--- config.mk ---
export PLATFORM = sky130hd
export DESIGN_NAME = mmu_login_ctrl
export DESIGN_NICKNAME = d
export VERILOG_FILES = /design/src/rtl/mmu_login_ctrl_pkg.sv /design/src/rtl/mmu_login_ctrl_timer.sv /design/src/rtl/mmu_login_ctrl.sv
export SDC_FILE = /design/constraint.sdc
export NUM_CORES = 1
export LEC_CHECK = 0
export CAP_MARGIN = 10
export CORE_UTILIZATION = 31
export DETAILED_ROUTE_END_ITERATION = 8
export HOLD_SLACK_MARGIN = 0.06
export PLACE_DENSITY = 0.82
export RECOVER_POWER = 50
export SYNTH_ARGS = -nofsm -noshare
export SYNTH_HDL_FRONTEND = slang
export SYNTH_SLANG_ARGS = --single-unit
--- constraint.sdc ---
create_clock -name clock -period 2.5 [get_ports clock]
set_clock_uncertainty 0.05 [all_clocks]
set_input_delay 0.25 -clock clock [delete_from_list [all_inputs] [get_ports clock]]
set_output_delay 0.25 -clock clock [all_outputs]
set_load 0.02 [all_outputs]
--- src/rtl/mmu_login_ctrl_pkg.sv ---
// mmu_login_ctrl_pkg
//   Shared encodings for the MMU login session controller.
//   - Bus command encodings (BUS_NONE / BUS_LOAD / BUS_STORE), matching the
//     processor-to-memory bus.
//   - 3-bit login FSM state encodings (LOGIN_IDLE .. LOGIN_LOCKOUT).
//   - Widths of the session/lockout timer and the wrong-key counter.
package mmu_login_ctrl_pkg;

    localparam logic [1:0] BUS_NONE  = 2'h0;
    localparam logic [1:0] BUS_LOAD  = 2'h1;
    localparam logic [1:0] BUS_STORE = 2'h2;

    localparam logic [2:0] LOGIN_IDLE    = 3'd0;
    localparam logic [2:0] LOGIN_GOT0    = 3'd1;
    localparam logic [2:0] LOGIN_GOT1    = 3'd2;
    localparam logic [2:0] LOGIN_SESSION = 3'd3;
    localparam logic [2:0] LOGIN_LOCKOUT = 3'd4;

    localparam int TIMER_W = 11;
    localparam int FAIL_W  = 2;

endpackage

--- src/rtl/mmu_login_ctrl_timer.sv ---
// login_timer
//   Loadable down-counter that stops at zero (never wraps). One instance is
//   shared by the SESSION and LOCKOUT states of mmu_login_ctrl.
// Ports:
//   clock     in  1        rising-edge clock
//   reset_n   in  1        synchronous active-low reset, clears the count
//   load      in  1        load load_val (has priority over en)
//   load_val  in  TIMER_W  value to load
//   en        in  1        decrement by one while nonzero
//   count     out TIMER_W  current count
//   zero      out 1        count == 0
module login_timer
    import mmu_login_ctrl_pkg::*;
(
    input  logic               clock,
    input  logic               reset_n,
    input  logic               load,
    input  logic [TIMER_W-1:0] load_val,
    input  logic               en,
    output logic [TIMER_W-1:0] count,
    output logic               zero
);

    function automatic logic [TIMER_W-1:0] sat_dec(input logic [TIMER_W-1:0] v);
        if (v == '0) begin
            return '0;
        end
        return v - 1'b1;
    endfunction

    logic [TIMER_W-1:0] cnt;

    always_ff @(posedge clock) begin
        if (!reset_n) begin
            cnt <= '0;
        end else if (load) begin
            cnt <= load_val;
        end else if (en) begin
            cnt <= sat_dec(cnt);
        end
    end

    assign count = cnt;
    assign zero  = (cnt == '0);

endmodule

--- src/rtl/mmu_login_ctrl.sv ---
// mmu_login_ctrl
//   Session controller in front of the MMU. Snoops processor stores to
//   KEY_ADDR for the unlock sequence KEY0, KEY1, KEY2; on success holds
//   `login` high for a session. LOGOUT_KEY stored during a session ends it.
//   Wrong keys are counted; MAX_FAILS of them lock the controller out for
//   LOCKOUT_CYCLES cycles.
//   Optional feature macro: MMU_LOGIN_TIMEOUT_EN -- when defined, a session
//   expires after SESSION_CYCLES cycles; when undefined, a session has no
//   timeout and `timer` reads 0 while in SESSION.
// Ports:
//   clock            in  1   rising-edge clock
//   reset_n          in  1   synchronous active-low reset
//   proc2mem_command in  2   BUS_NONE / BUS_LOAD / BUS_STORE
//   proc2mem_addr    in  64  bus address
//   proc2mem_data    in  64  store data
//   login            out 1   high exactly while in SESSION (to MMU)
//   locked           out 1   high exactly while in LOCKOUT
//   fail_cnt         out 2   wrong keys since last success / lockout exit
//   timer            out 11  remaining SESSION / LOCKOUT cycles, else 0
module mmu_login_ctrl
    import mmu_login_ctrl_pkg::*;
#(
    parameter logic [63:0]     KEY_ADDR       = 64'd7992,
    parameter logic [63:0]     KEY0           = 64'h5a5a,
    parameter logic [63:0]     KEY1           = 64'h1234,
    parameter logic [63:0]     KEY2           = 64'hc0de,
    parameter logic [63:0]     LOGOUT_KEY     = 64'hdead,
    parameter int unsigned     SESSION_CYCLES = 1024,
    parameter logic [FAIL_W-1:0] MAX_FAILS    = 2'd3,
    parameter int unsigned     LOCKOUT_CYCLES = 256
) (
    input  logic               clock,
    input  logic               reset_n,
    input  logic [1:0]         proc2mem_command,
    input  logic [63:0]        proc2mem_addr,
    input  logic [63:0]        proc2mem_data,
    output logic               login,
    output logic               locked,
    output logic [FAIL_W-1:0]  fail_cnt,
    output logic [TIMER_W-1:0] timer
);

    localparam logic [TIMER_W-1:0] SESSION_LOAD = TIMER_W'(SESSION_CYCLES - 1);
    localparam logic [TIMER_W-1:0] LOCKOUT_LOAD = TIMER_W'(LOCKOUT_CYCLES - 1);

    function automatic logic [FAIL_W-1:0] fail_sat_inc(input logic [FAIL_W-1:0] f);
        if (f >= MAX_FAILS) begin
            return MAX_FAILS;
        end
        return f + 1'b1;
    endfunction

    logic [2:0]          state, state_nxt;
    logic [FAIL_W-1:0]   fail_q, fail_nxt;
    logic                key_store;
    logic                fail_hit;
    logic                is_logout;
    logic [63:0]         expected_key;
    logic                tmr_load, tmr_en, tmr_zero;
    logic [TIMER_W-1:0]  tmr_load_val, tmr_count;

    // Loads and stores to other addresses are invisible to the FSM, so a
    // sequence in progress survives unrelated bus traffic.
    assign key_store = (proc2mem_command == BUS_STORE) && (proc2mem_addr == KEY_ADDR);
    assign is_logout = key_store && (proc2mem_data == LOGOUT_KEY);
    assign fail_hit  = ({1'b0, fail_q} + 1'b1) == {1'b0, MAX_FAILS};

    always_comb begin
        expected_key = KEY0;
        case (state)
            LOGIN_GOT0: expected_key = KEY1;
            LOGIN_GOT1: expected_key = KEY2;
            default:    expected_key = KEY0;
        endcase
    end

    login_timer u_timer (
        .clock    (clock),
        .reset_n  (reset_n),
        .load     (tmr_load),
        .load_val (tmr_load_val),
        .en       (tmr_en),
        .count    (tmr_count),
        .zero     (tmr_zero)
    );

    // State register
    always_ff @(posedge clock) begin
        if (!reset_n) begin
            state  <= LOGIN_IDLE;
            fail_q <= '0;
        end else begin
            state  <= state_nxt;
            fail_q <= fail_nxt;
        end
    end

    // Next-state and timer control
    always_comb begin
        state_nxt    = state;
        fail_nxt     = fail_q;
        tmr_load     = 1'b0;
        tmr_load_val = '0;
        tmr_en       = 1'b0;
        case (state)
            LOGIN_IDLE, LOGIN_GOT0, LOGIN_GOT1: begin
                if (key_store) begin
                    if (proc2mem_data == expected_key) begin
                        if (state == LOGIN_GOT1) begin
                            state_nxt = LOGIN_SESSION;
                            fail_nxt  = '0;
`ifdef MMU_LOGIN_TIMEOUT_EN
                            tmr_load     = 1'b1;
                            tmr_load_val = SESSION_LOAD;
`endif
                        end else if (state == LOGIN_GOT0) begin
                            state_nxt = LOGIN_GOT1;
                        end else begin
                            state_nxt = LOGIN_GOT0;
                        end
                    end else if (fail_hit) begin
                        state_nxt    = LOGIN_LOCKOUT;
                        fail_nxt     = MAX_FAILS;
                        tmr_load     = 1'b1;
                        tmr_load_val = LOCKOUT_LOAD;
                    end else begin
                        state_nxt = LOGIN_IDLE;
                        fail_nxt  = fail_sat_inc(fail_q);
                    end
                end
            end
            LOGIN_SESSION: begin
`ifdef MMU_LOGIN_TIMEOUT_EN
                // Logout and expiry in the same cycle both land in IDLE.
                if (is_logout || tmr_zero) begin
                    state_nxt = LOGIN_IDLE;
                    tmr_load  = 1'b1;
                end else begin
                    tmr_en = 1'b1;
                end
`else
                if (is_logout) begin
                    state_nxt = LOGIN_IDLE;
                    tmr_load  = 1'b1;
                end
`endif
            end
            LOGIN_LOCKOUT: begin
                // Key stores are ignored; only the timer can end lockout.
                if (tmr_zero) begin
                    state_nxt = LOGIN_IDLE;
                    fail_nxt  = '0;
                end else begin
                    tmr_en = 1'b1;
                end
            end
            default: begin
                state_nxt = LOGIN_IDLE;
                fail_nxt  = '0;
            end
        endcase
    end

`ifndef MMU_LOGIN_TIMEOUT_EN
    // The session length is only meaningful with the timeout built in.
    logic unused_session_cfg;
    assign unused_session_cfg = ^SESSION_LOAD;
`endif

    // Outputs, decoded from registered state only
    always_comb begin
        login    = (state == LOGIN_SESSION);
        locked   = (state == LOGIN_LOCKOUT);
        fail_cnt = fail_q;
        timer    = tmr_count;
    end

endmodule

==> results of run 1 <==
[metrics by stage]
stage          area, µm²  setup TNS (ns)  worst slack (ns)  utilization  instances
5_1_grt             3410         -0.0182           -0.0182        0.713        449
2_1_floorplan       1560               0             0.379            -        210
6_report            3410               0             0.106        0.713        449
3_3_place_gp        3280           -1.56            -0.182        0.685        444
3_5_place_dp        3280           -1.85            -0.205        0.685        444
4_1_cts             3320               0            0.0541        0.693        447
[worst max path at each step]
| stage | start | slack, ns | endpoint | cells past startpoint |
|---|---|---|---|---|
| CTS | proc2mem_addr[41] | 0.05 | u_timer.count[6]$_SDFFE_PN0P_ | 8 |
| floorplan | state[2]$_SDFFE_PN0P_ | 0.38 | u_timer.count[7]$_SDFFE_PN0P_ | 7 |
| finish | proc2mem_addr[44] | 0.11 | u_timer.count[6]$_SDFFE_PN0P_ | 8 |
| detailed placement | proc2mem_addr[41] | -0.21 | u_timer.count[6]$_SDFFE_PN0P_ | 8 |
| global placement | proc2mem_addr[41] | -0.18 | u_timer.count[6]$_SDFFE_PN0P_ | 8 |
| global route | proc2mem_data[25] | -0.02 | u_timer.count[1]$_SDFFE_PN0P_ | 9 |
[tightest hold or removal path, delay by kind of cell (launching register included)]
family          cells  cell delay [ns]
flops               1             0.32
compound gates      1             0.04
simple gates        1             0.07
[state kept, by name, summed over array words and instances (netlist names)]
register       flops
u_timer.count     11
state              3
fail_cnt           2
[routing by layer]
layer	routed length, µm	vias up	part of all wire	global-route usage
met1	2770	1135	0.39	0.299
met5	0	-	0	0
met4	154	0	0.022	0.0610
li1	-	1211	-	-
met2	3680	103	0.52	0.487
met3	460	16	0.065	0.0635
[logic make-up after synthesis]
family                     share of synthesized area
xor gates and xnor gates                      0.0168
AOI/OAI and AO/OA                              0.152
buffers and inverters                         0.0368
and+or+nand+nor                                0.569
muxes                                         0.0128
adders and majority gates                    0.00800
DFF                                            0.205
[power breakdown]
| part | leakage (nW) | switching, W | internal, W | total, W |
|---|---|---|---|---|
| clock network | 0.0216 | 0.0000832 | 0.000107 | 0.000190 |
| registers | 0.129 | 0.000000000000000000367 | 0.000255 | 0.000255 |
| logic | 1.07 | 0.0000736 | 0.000208 | 0.000282 |
| total | 1.22 | 0.000157 | 0.000570 | 0.000727 |
[what timing repair did]
item,CTS,global route
hold endpoints to repair,0,0
buffers inserted,0,2
setup endpoints to repair,0,11
hold buffers,0,0
resized for setup,0,14
[synthesized netlist by cell type (2+ instances only)]
cell type,n
sky130_fd_sc_hd__a211oi_1,2
sky130_fd_sc_hd__a21oi_1,3
sky130_fd_sc_hd__and2_1,2
sky130_fd_sc_hd__and4b_1,2
sky130_fd_sc_hd__buf_4,3
sky130_fd_sc_hd__clkbuf_1,2
sky130_fd_sc_hd__dfxtp_1,16
sky130_fd_sc_hd__inv_1,5
sky130_fd_sc_hd__mux2i_1,2
sky130_fd_sc_hd__nand2_1,17
sky130_fd_sc_hd__nand3_1,12
sky130_fd_sc_hd__nand4_1,12
sky130_fd_sc_hd__nand4b_1,3
sky130_fd_sc_hd__nor2_1,17
sky130_fd_sc_hd__nor3_1,9
sky130_fd_sc_hd__nor3b_1,7
sky130_fd_sc_hd__nor4_1,38
sky130_fd_sc_hd__nor4_2,3
sky130_fd_sc_hd__nor4b_1,6
sky130_fd_sc_hd__o21a_1,2
sky130_fd_sc_hd__o21ai_0,7
sky130_fd_sc_hd__o31a_1,6
sky130_fd_sc_hd__o31ai_1,3
sky130_fd_sc_hd__or3_1,3
sky130_fd_sc_hd__or4_4,2
sky130_fd_sc_hd__xnor2_1,2
[final cells by class]
| cell class | instances | area share |
|---|---|---|
| Timing Repair Buffer | 175 | 0.492 |
| Clock buffer | 3 | 0.0121 |
| Sequential cell | 16 | 0.0939 |
| Tap cell | 67 | 0.0246 |
| Multi-Input combinational cell | 182 | 0.371 |
| Inverter | 6 | 0.00660 |
==> metrics.txt, run 1 <==
count of state elements after synthesis=16; Area growth, synth to finish=118%; floorplan die area=5330 µm²; result of the run=complete, no violations; clock root buffer=sky130_fd_sc_hd__clkbuf_8; cell family contributing the most delay on the critical path=simple AND/OR/NAND/NOR gates; global route overflow=0; clock latency on the worst-skew pair=0.25 ns; Synth Area per Inst=7.45 µm²; worst reg2reg path startpoint=state[2]$_SDFFE_PN0P_; shortest period the worst path allows=2.39 ns; kind of launch point of the worst setup path=primary input; worst max-slew margin expressed relative to the limit=0.668; Vias/cell=5.49; die boundary width=73.0 µm; cell area after technology mapping=1560 µm²; die extent in y=approximately 73 µm; H-tree depth=1; gpl congestion=0.882; worst stage delay on the critical path=approximately 0.6 ns; # nets final=517; setup violators final=0; reg2reg path depth=7; global-route wire length before repair=11000 µm; max-cap viol count=0; post-synthesis cell type with the largest combined area=sky130_fd_sc_hd__dfxtp_1; final hold vios=0; fraction of layout cells with a size suffix above 1=0.139; number of antenna violations at the first check in global routing=0; commonest cells after routing, fill and taps aside=132 x sky130_fd_sc_hd__clkdlybuf4s50_1, 29 x sky130_fd_sc_hd__buf_4, 28 x sky130_fd_sc_hd__nor4_1; detail-routed net length per standard cell=15.7 µm; clock-pin slew of the registers on the worst-case setup and hold paths=0.06 ns; number of vias in the routed layout=about 2500; top area cells in the synthesized netlist=sky130_fd_sc_hd__dfxtp_1 20%, sky130_fd_sc_hd__nor4_1 15%, sky130_fd_sc_hd__nand4_1 4.8%; # port buffers=around 150; Multi-input gate area=1260 µm²; most common cell after layout, fill and taps aside=sky130_fd_sc_hd__clkdlybuf4s50_1; combined global-route utilization of all metal layers=0.262; first-pass iteration count of the detailed router=4; count of warnings emitted by yosys=0; cell at the slowest stage of the critical path=sky130_fd_sc_hd__or4_4; wirelength, routed=around 7100 µm; measured slew at the worst slew-check pin=0.493 ns; # fillers=381; Power Density=roughly 210 nW/µm²; pin count of the biggest net entering global routing=15; site row count=25; top flip-flop cell by instance count after synthesis=sky130_fd_sc_hd__dfxtp_1; post-synth cell types=50; worst path cell trace=clkdlybuf4s50_1, nor4_2, nand4_1, or4_4, nor4_4, buf_4, nor3b_1, o31a_1; Hold Startpoint=u_timer.count[10]$_SDFFE_PN0P_; combined buffer and inverter count along the critical path=2; Hold Path Cell Cnt=2; share of synthesized area occupied by flip-flops and latches=0.205; share of the cycle needed by the critical path after routing=0.958; HPWL Detailed=roughly 6000 µm; data required time of the critical path=about 2.6 ns; DRT iter0 DRCs=between 60 and 70; register-to-register path setup slack=0.21 ns; fraction of synthesized cell area taken by the top area cell type=0.205; number of inserted diodes=0; core region area=4790 µm²; endpoint of the worst hold-timing path=u_timer.count[10]$_SDFFE_PN0P_; worst hold slack across all endpoints=0.419 ns; CTS Buf Count=3; max frequency=418 MHz; vias in the first global route=2408; fraction of synthesis flops using an asynchronous set or reset pin=0; remaining number of nets flagged by the antenna check after routing=0; EDFF count, synth=0; Hold Crit Class=reg2reg; crit path capture type=register; Leakage=1.22 nW; count of pins on the block boundary=147; VDD IR max=roughly 0.18 mV; fin. max-slew vios=0; DRC viols=0; clock sinks=16; Arrival @ worst endpoint=2.48 ns; number of buffers on the longest clock path=2; storage element area=320 µm²; end of the worst register-to-register path=u_timer.count[6]$_SDFFE_PN0P_; gate count of the mapped netlist=210; largest fanout of any net on the critical path=6; Initial Utilization=0.327; sum of internal, switching and leakage power=0.000727 W; class of the most critical setup path=in2reg; Synthesized Nets=343; CTS tree=done
Note: power is estimated with default switching activity, not from simulation.
==> inputs of run 2 (changes only) <==
--- a/config.mk
+++ b/config.mk
@@ -7,6 +7,7 @@
 export LEC_CHECK = 0
 export CAP_MARGIN = 10
 export CORE_UTILIZATION = 31
+export CTS_CLUSTER_SIZE = 28
 export DETAILED_ROUTE_END_ITERATION = 8
 export HOLD_SLACK_MARGIN = 0.06
 export PLACE_DENSITY = 0.82
==> constraint.sdc (replaced) <==
create_clock -name clock -period 2.5 [get_ports clock]
set_clock_uncertainty 0.05 [all_clocks]
set_input_delay 0.75 -clock clock [delete_from_list [all_inputs] [get_ports clock]]
set_output_delay 0.75 -clock clock [all_outputs]
set_load 0.02 [all_outputs]
==> run 2 against run 1 <==
Net effect: the flow now finishes with violations (negative setup slack); via count rose by 5.6%; critical path depth did not move; maximum frequency fell by 5.3%; cell area rose by 3.1%; power rose by 2.9%; first-iteration DRC count rose to 2.6 times the previous value; clock power rose by 27%; die area did not move; combinational power fell by 11%; final cell count rose by 2.2%; count of clock-buffer cells in the layout rose by 1; largest power group is now sequential cells.
==> metrics.txt, run 2 (same netlist as run 1, synthesis figures left out) <==
Largest register FFs=11 (unchanged); sum of internal, switching and leakage power=0.000748 W (+2.9%); clock latency on the worst-skew pair=0.26 ns (about the same); number of hold-repair buffers added at the cts stage=0 (unchanged); fin. max-slew vios=0 (unchanged); vias in the first global route=2509 (+4.2%); die boundary width=73.0 µm (unchanged); Combinational Power Share=0.336 (-0.052); worst stage delay on the critical path=0.53 ns (-0.07 ns); core region area=4790 µm² (unchanged); number of antenna violations at the first check in global routing=0 (unchanged); max-cap viol count=0 (unchanged); cell at the slowest stage of the critical path=sky130_fd_sc_hd__or4b_1; result of the run=finished with violations; violated checks=negative setup slack; fraction of layout cells with a size suffix above 1=0.444 (+0.305); number of vias in the routed layout=2603 (+5.6%); VDD IR max=0.129 mV (-27%); detail-routed net length per standard cell=16.2 µm (+3.1%); Int Pwr=0.000549 W (-3.6%); HPWL Detailed=5620 µm (-6.3%); DRC viols=0 (unchanged); Net Sw Power=0.000198 W (+26%); setup slack of the critical path after layout=-0.0287 ns (-0.135 ns); number of buffers on the longest clock path=2 (unchanged); Initial Utilization=0.327 (unchanged); clock power share=0.323 (+0.062); # port buffers=146 (unchanged); max frequency=395 MHz (-5.3%); site row count=25 (unchanged); share of the cycle needed by the critical path after routing=1.01 (+0.0538); fraction of power spent switching nets=0.265 (+0.0494); Arrival @ worst endpoint=2.64 ns (+0.16 ns); share of power burned in registers=0.341 (-0.010); Hold Crit Class=reg2reg; pin count of the biggest net entering global routing=15 (unchanged); shortest period the worst path allows=2.53 ns (+0.135 ns); worst max-slew margin expressed relative to the limit=0.722 (+0.0538); count of pins on the block boundary=147 (unchanged); measured slew at the worst slew-check pin=0.413 ns (-0.0794 ns); floorplan die area=5330 µm² (unchanged); first-pass iteration count of the detailed router=4 (unchanged); remaining number of nets flagged by the antenna check after routing=0 (unchanged); CP Launch Point=proc2mem_data[6]; clock root buffer=sky130_fd_sc_hd__clkbuf_8; CTS Buf Count=3 (unchanged); combined global-route utilization of all metal layers=0.264 (+0.00130); worst path cell trace=buf_6, or3b_4, or4b_1, o21ai_1, and4b_1, buf_6, a31oi_1, a311oi_1; unrepaired setup endpoints after global routing=yes; number of inserted diodes=0 (unchanged); # fillers=378 (-0.79%); CTS tree=done; setup TNS after final layout=-0.0287 ns (-0.0287 ns); # nets final=526 (+1.7%); die extent in y=73.0 µm (unchanged); crit path capture type=register; share of the core filled with cells in the final layout=0.735 (+0.0220); reg2reg path depth=8 (+1); Vias/cell=5.67 (+3.3%); clock-pin slew of the registers on the worst-case setup and hold paths=0.07 ns (about the same); H-tree depth=1 (unchanged); global route overflow=0 (unchanged); Power Density=213 nW/µm² (-0.22%); kind of launch point of the worst setup path=primary input; global-route wire length before repair=11100 µm (+0.44%); commonest cells after routing, fill and taps aside=33 x sky130_fd_sc_hd__buf_4, 30 x sky130_fd_sc_hd__clkbuf_2, 29 x sky130_fd_sc_hd__buf_2; Area growth, synth to finish=125%; clock sinks=16 (unchanged); Leakage=1.46 nW (+20%); Hold Path Cell Cnt=2 (unchanged); data required time of the critical path=2.61 ns (+0.02 ns); worst reg2reg path startpoint=u_timer.count[0]$_SDFFE_PN0P_; Hold Startpoint=u_timer.count[10]$_SDFFE_PN0P_; most used cell, CP=sky130_fd_sc_hd__buf_6; final hold vios=0 (unchanged); setup violators final=1 (+1); most common cell after layout, fill and taps aside=sky130_fd_sc_hd__buf_4; gpl congestion=0.921 (+4.4%); worst hold slack across all endpoints=0.411 ns (-0.00856 ns); DRT iter0 DRCs=172 (+160%); largest fanout of any net on the critical path=5 (-1); wirelength, routed=7450 µm (+5.4%); class of the most critical setup path=in2reg
==> run 2: changes by cell type in the layout (fill, tap and decap cells not counted), sizes merged <==
cell,change
dlymetal6s2s,+5
clkdlybuf4s15,+19
buf,+51
dlygate4sd2,+24
dlygate4sd3,-4
clkbuf,+31
clkdlybuf4s50,-116
==> run 2: power groups by stage <==
stage	sequential, W	clock, W	combinational, W
2_1_floorplan	0.000261	0	0.0000284
3_3_place_gp	0.000261	0	0.000269
3_5_place_dp	0.000261	0	0.000275
4_1_cts	0.000255	0.000241	0.000240
5_1_grt	0.000255	0.000252	0.000267
6_report	0.000255	0.000241	0.000252
==> run 2: stage by stage <==
stage,worst slack [ns],cells,area (µm²)
after CTS,-0.0498,455,3410
after global routing,-0.138,459,3520
final,-0.0287,459,3520
after global placement,-0.661,446,3310
after detailed placement,-0.760,446,3310
after floorplan,-0.0276,210,1580
==> run 2: worst max-delay path: cells and delay by family <==
| family | cells | cell delay (ns) |
|---|---|---|
| buffers and inverters | 2 | 0.23 |
| and+or+nand+nor | 3 | 1.19 |
| AOI/OAI and AO/OA | 3 | 0.47 |
==> run 2: layout make-up <==
| class | count | area (µm²) | area share |
|---|---|---|---|
| clock buffers | 4 | 55.1 | 0.0157 |
| inverters | 6 | 22.5 | 0.00640 |
| multi-input cells | 182 | 1560 | 0.444 |
| flip-flops and latches | 16 | 323 | 0.0918 |
| well taps | 67 | 83.8 | 0.0238 |
| repair buffers | 184 | 1470 | 0.418 |
==> run 2: worst paths after layout <==
check,endpoint,slack (ns)
hold reg to reg,u_timer.count[10]$_SDFFE_PN0P_,0.41
hold / removal,u_timer.count[10]$_SDFFE_PN0P_,0.41
setup / recovery,state[0]$_SDFFE_PN0P_,-0.03
setup reg to reg,u_timer.count[4]$_SDFFE_PN0P_,0.26
==> run 2: routing by layer <==
layer,part of all wire,routed length [µm],global-route usage,vias up
met5,0,0,0,-
met4,0.038,286,0.133,0
met3,0.060,445,0.0345,27
met2,0.53,3940,0.477,124
met1,0.37,2780,0.301,1227
li1,-,-,-,1225
==> run 2: repair_timing <==
| item | in CTS | in global routing |
|---|---|---|
| endpoints found under the setup margin | 18 | 16 |
| pin swaps | 62 | 52 |
| gates cloned | 1 | 0 |
| gates resized for setup | 295 | 110 |
| buffers inserted | 5 | 4 |
==> inputs of run 3 (changes only) <==
--- a/config.mk
+++ b/config.mk
@@ -7,7 +7,7 @@
 export LEC_CHECK = 0
 export CAP_MARGIN = 10
 export CORE_UTILIZATION = 31
-export CTS_CLUSTER_SIZE = 28
+export CTS_CLUSTER_SIZE = 14
 export DETAILED_ROUTE_END_ITERATION = 8
 export HOLD_SLACK_MARGIN = 0.06
 export PLACE_DENSITY = 0.82
==> results of run 3 <==
Same layout as run 2: the final DEF is identical, and so are final timing and power.
